--- src/rtl/dcache_control.sv ---
// Control FSM for a 2-way set-associative data cache with write-back, write-allocate policy.
// Drives the tag/valid/dirty/LRU arrays and the 256-bit line data enables.
module dcache_control #(
    parameter int s_index = 5,
    parameter int s_mask  = 32
) (
    input  logic              clk,
    input  logic              rst,

    input  logic              mem_read,
    input  logic              mem_write,
    input  logic [s_mask-1:0] mem_byte_enable256,
    output logic              mem_resp,

    input  logic [1:0]        hit_datapath,
    input  logic [1:0]        valid_out,
    input  logic [1:0]        dirty_out,
    input  logic              lru_output,

    output logic              pmem_read,
    output logic              pmem_write,
    input  logic              pmem_resp,

    output logic [s_mask-1:0] write_enable_0,
    output logic [s_mask-1:0] write_enable_1,
    output logic              mem_enable_sel,
    output logic              set_lru,
    output logic              load_lru,
    output logic [1:0]        load_tag,
    output logic [1:0]        load_valid,
    output logic [1:0]        set_valid,
    output logic [1:0]        load_dirty,
    output logic [1:0]        set_dirty
);

    typedef enum logic [2:0] {
        IDLE,
        LOOKUP,
        WRITEBACK,
        FILL,
        SETTLE
    } state_t;

    state_t state;
    logic   victim;
    logic   request;
    logic   hit_way;

    assign request = mem_read | mem_write;
    // Way 0 wins if both ways report a hit.
    assign hit_way = ~hit_datapath[0];

    always_ff @(posedge clk) begin
        if (rst) begin
            state  <= IDLE;
            victim <= 1'b0;
        end else begin
            unique case (state)
                IDLE: begin
                    if (request) state <= LOOKUP;
                end
                LOOKUP: begin
                    if (!request) begin
                        state <= IDLE;
                    end else if (hit_datapath != 2'b00) begin
                        state <= IDLE;
                    end else begin
                        victim <= lru_output;
                        if (valid_out[lru_output] && dirty_out[lru_output])
                            state <= WRITEBACK;
                        else
                            state <= FILL;
                    end
                end
                WRITEBACK: begin
                    if (pmem_resp) state <= FILL;
                end
                FILL: begin
                    if (pmem_resp) state <= SETTLE;
                end
                SETTLE: begin
                    state <= LOOKUP;
                end
                default: state <= IDLE;
            endcase
        end
    end

    always_comb begin
        mem_resp       = 1'b0;
        pmem_read      = 1'b0;
        pmem_write     = 1'b0;
        write_enable_0 = '0;
        write_enable_1 = '0;
        mem_enable_sel = 1'b0;
        set_lru        = 1'b0;
        load_lru       = 1'b0;
        load_tag       = 2'b00;
        load_valid     = 2'b00;
        set_valid      = 2'b00;
        load_dirty     = 2'b00;
        set_dirty      = 2'b00;

        unique case (state)
            LOOKUP: begin
                if (request && (hit_datapath != 2'b00)) begin
                    mem_resp = 1'b1;
                    load_lru = 1'b1;
                    set_lru  = ~hit_way;
                    // A combined read+write request is treated as a write.
                    if (mem_write) begin
                        if (hit_way)
                            write_enable_1 = mem_byte_enable256;
                        else
                            write_enable_0 = mem_byte_enable256;
                        load_dirty[hit_way] = 1'b1;
                        set_dirty[hit_way]  = 1'b1;
                    end
                end
            end
            WRITEBACK: begin
                pmem_write = 1'b1;
            end
            FILL: begin
                pmem_read      = 1'b1;
                mem_enable_sel = 1'b1;
                // The returning line lands in the victim way as clean and valid.
                if (pmem_resp) begin
                    if (victim)
                        write_enable_1 = '1;
                    else
                        write_enable_0 = '1;
                    load_tag[victim]   = 1'b1;
                    load_valid[victim] = 1'b1;
                    set_valid[victim]  = 1'b1;
                    load_dirty[victim] = 1'b1;
                end
            end
            default: ;
        endcase
    end

endmodule
--- config.mk ---
export PLATFORM = sky130hd
export DESIGN_NAME = dcache_control
export DESIGN_NICKNAME = d
export VERILOG_FILES = /design/src/rtl/dcache_control.sv
export SDC_FILE = /design/constraint.sdc
export NUM_CORES = 1
export LEC_CHECK = 0
export CAP_MARGIN = 20
export CORE_ASPECT_RATIO = 0.8
export CORE_MARGIN = 2
export CORE_UTILIZATION = 28
export DETAILED_ROUTE_END_ITERATION = 10
export PLACE_DENSITY_LB_ADDON = 0.08
export SYNTH_ARGS = -nofsm -noshare
export SYNTH_HDL_FRONTEND = slang
export SYNTH_SLANG_ARGS = --single-unit
--- constraint.sdc ---
create_clock -name clk -period 3.75 [get_ports clk]
set_input_delay 0.9375 -clock clk [delete_from_list [all_inputs] [get_ports clk]]
set_output_delay 0.9375 -clock clk [all_outputs]
set_load 0.03 [all_outputs]
==> results.sh <==
export IMPL_grt_pass1_vias=1185
export IMPL_reg2reg_to="state[0]$_SDFFE_PP0P_"
export IMPL_fin_crit_ns=3.45
export IMPL_cp_required_ns=2.81
export IMPL_ctsRootBufferMaster="clkbuf_8"
export IMPL_vias=1351
export IMPL_core_area_mm2=0.00318
export IMPL_hold_viol_final=0
export IMPL_area_delta_synth_final_pct=109
export IMPL_ctsHtreeMaxLevel=1
export IMPL_hold_class="flop to flop"
export IMPL_ctsHoldBuffers=0
export IMPL_p_leak_nw=1.46
export IMPL_finalSetupViolations=0
export IMPL_hold_worst_slack_ns=0.596
export IMPL_fmaxAchievable_ghz=0.290
export IMPL_setup_worst_path_class="primary input to output pin"
export IMPL_vias_per_cell=4.97
export IMPL_drv_cap=0
export IMPL_avgSynthCellArea_um2=7.80
export IMPL_cp_max_fo=4
export IMPL_drt_iter0_markers=36
export IMPL_crit_chain="clkdlybuf4s50_1, or2_2, nand2_1, nor2_1, clkdlybuf4s50_1"
export IMPL_io_buffers=123
export IMPL_slew_viol_final=0
export IMPL_slowest_delay_ns=0.69
export IMPL_r2r_slack_ns=2.46
export IMPL_finalWeightedCongestion=0.829
export IMPL_ys_warn_count=0
export IMPL_setup_tns_final_ns=0
export IMPL_synth_seq_cells=4
export IMPL_nets=278
export IMPL_ys_types=24
export IMPL_die_h_um=56.2
export IMPL_clockBufferDepth=2
export IMPL_antenna_found_initial=0
export IMPL_hold_end="victim$_SDFFE_PP0P_"
export IMPL_wire_per_inst_um=14.1
export IMPL_grt_overflow_total=0
export IMPL_final_antenna_net_count=0
export IMPL_r2r_start="state[0]$_SDFFE_PP0P_"
export IMPL_pwr_density_cell_mw_per_mm2=170
export IMPL_grt_max_degree=35
export IMPL_cts_buffers=3
export IMPL_postCtsSetupRepairBufs=0
export IMPL_clock_latency_ns=0.22
export IMPL_cp_common_cell="clkdlybuf4s50_1"
export IMPL_drc=0
export IMPL_ios=124
export IMPL_worstPathArrival_ns=2.51
export IMPL_die_area_mm2=0.00389
export IMPL_min_from="victim$_SDFFE_PP0P_"
export IMPL_max_slew_margin=0.756
export IMPL_rsz0062_at_grt="false"
export IMPL_syn_inst=122
export IMPL_drive_gt1_frac=0.366
export IMPL_crit_path_start_kind="primary input"
export IMPL_clock_sinks=4
export IMPL_cp_num_buf_inv=2
export IMPL_cts_clk_slew_worst_paths_ns=0.03
export IMPL_worst_pin_slew_ns=0.361
export IMPL_reg2reg_depth=4
export IMPL_tritoncts="done"
export IMPL_ys_seq_area_frac=0.0841
export IMPL_outcome="complete, no violations"
export IMPL_antenna_cells=0
export IMPL_hold_depth=2
export IMPL_grt_pass1_wl_mm=5.93
export IMPL_critical_path_slowest_cell="clkdlybuf4s50_1"
export IMPL_cp_top_family="buffers and inverters"
export IMPL_rows=18
export IMPL_vdd_ir_drop_worst_uv=191
export IMPL_synth_nets=166
export IMPL_dp_hpwl_mm=2.94
export IMPL_routed_wl_mm=3.84
export IMPL_cts_resized=0
export IMPL_cp_end_kind="output pin"
export IMPL_timing_final_crit_share=0.919
export IMPL_grt_util_all_layers=0.185
export IMPL_synth_area_um2=952
export IMPL_die_w_um=69.2
export IMPL_first_pass_iters=5
export IMPL_clock_skew_ns=0.00216
export IMPL_start_util=0.300
[final cells by class]
type	instances	area, um^2
repair buffers	128	1130
flip-flops and latches	4	80.1
clock buffers	3	41.3
fillers	277	1180
multi-input cells	97	693
well taps	40	50.0
[power breakdown]
| part | internal (mW) | switching, mW | leakage [nW] |
|---|---|---|---|
| sequential | 0.0454 | 0.00405 | 0.0326 |
| combinational | 0.0981 | 0.0999 | 1.41 |
| clock | 0.0685 | 0.0230 | 0.0216 |
[how the worst max path moves through the flow]
stage | from | cells after the start | end | slack (ns)
final | mem_write | 5 | mem_resp | 0.30
after floorplan | mem_write | 4 | mem_resp | 1.00
after CTS | mem_write | 5 | mem_resp | 0.30
after global placement | mem_write | 4 | set_lru | 0.37
after global routing | mem_write | 5 | mem_resp | 0.26
after detailed placement | mem_write | 5 | mem_resp | 0.31
[flip-flops by register name (all words and copies together) (netlist names)]
signal	cells
victim	1
state	3
[cells by family (layout without fill, tap and decap cells)]
group / count (synthesis) / after routing / share of synthesized area
flip-flops: 4 / 4 / 0.0841
AND/OR/NAND/NOR: 26 / 26 / 0.171
multiplexers: 1 / 1 / 0.0105
buffers and inverters: 21 / 131 / 0.188
AO/OA/AOI/OAI: 70 / 70 / 0.547
[synthesized netlist by cell type]
cell type	number	area share
nand2b_1	2	0.013
and4b_1	1	0.011
nor2_1	8	0.032
a21oi_1	1	0.0053
nor2_4	1	0.012
a21o_1	64	0.50
buf_6	7	0.083
buf_4	12	0.095
or2_1	1	0.0066
or2_2	2	0.013
o21ai_1	1	0.0053
a221oi_1	1	0.0092
o21ai_0	1	0.0053
nand2_1	4	0.016
and3_4	1	0.012
and3_1	2	0.013
nand3_1	2	0.011
and3b_4	1	0.013
nor3b_4	1	0.020
mux2i_1	1	0.011
o21a_1	1	0.0079
buf_2	2	0.011
o41ai_1	1	0.0092
dfxtp_1	4	0.084
[cell usage in the layout, fill, tap and decap left out]
cell             instances
or2_2                    2
and3_1                   2
buf_4                   73
o21ai_1                  1
a221oi_1                 1
nand2b_1                 2
or2_1                    1
nand3_1                  2
dfxtp_1                  4
nor2_1                   8
buf_12                   3
nor2_4                   1
and3b_4                  1
and4b_1                  1
clkdlybuf4s50_1         52
and3_4                   1
o21ai_0                  1
clkbuf_8                 3
mux2i_1                  1
nor3b_4                  1
o21a_1                   1
o41ai_1                  1
nand2_1                  4
a21oi_1                  1
a21o_1                  64
[worst min-delay path, delay by kind of cell (launching register included)]
family           cells  cell delay [ns]
multiplexers         1             0.15
flip-flops           1             0.34
AND/OR/NAND/NOR      1             0.05
[metal layers]
metal  up-vias  share of wire  routed length [um]  global-route usage
li1        656              -                   -                   -
met1       618           0.42                1600               0.228
met2        71           0.49                1890               0.323
met3         6          0.076                 290              0.0308
met4         0          0.014                  53              0.0672
met5         -              0                   0                   0
[through the flow]
stage,power (mW),instance area (um^2),util,std cells,setup slack (ns)
after floorplan,0.152,952,-,122,1.00
after global placement,0.246,1950,0.615,269,0.374
after detailed placement,0.248,1950,0.615,269,0.311
after CTS,0.341,1990,0.628,272,0.305
after global routing,0.358,1990,0.628,272,0.256
final,0.339,1990,0.628,272,0.303
(Power assumes the default switching activity.)
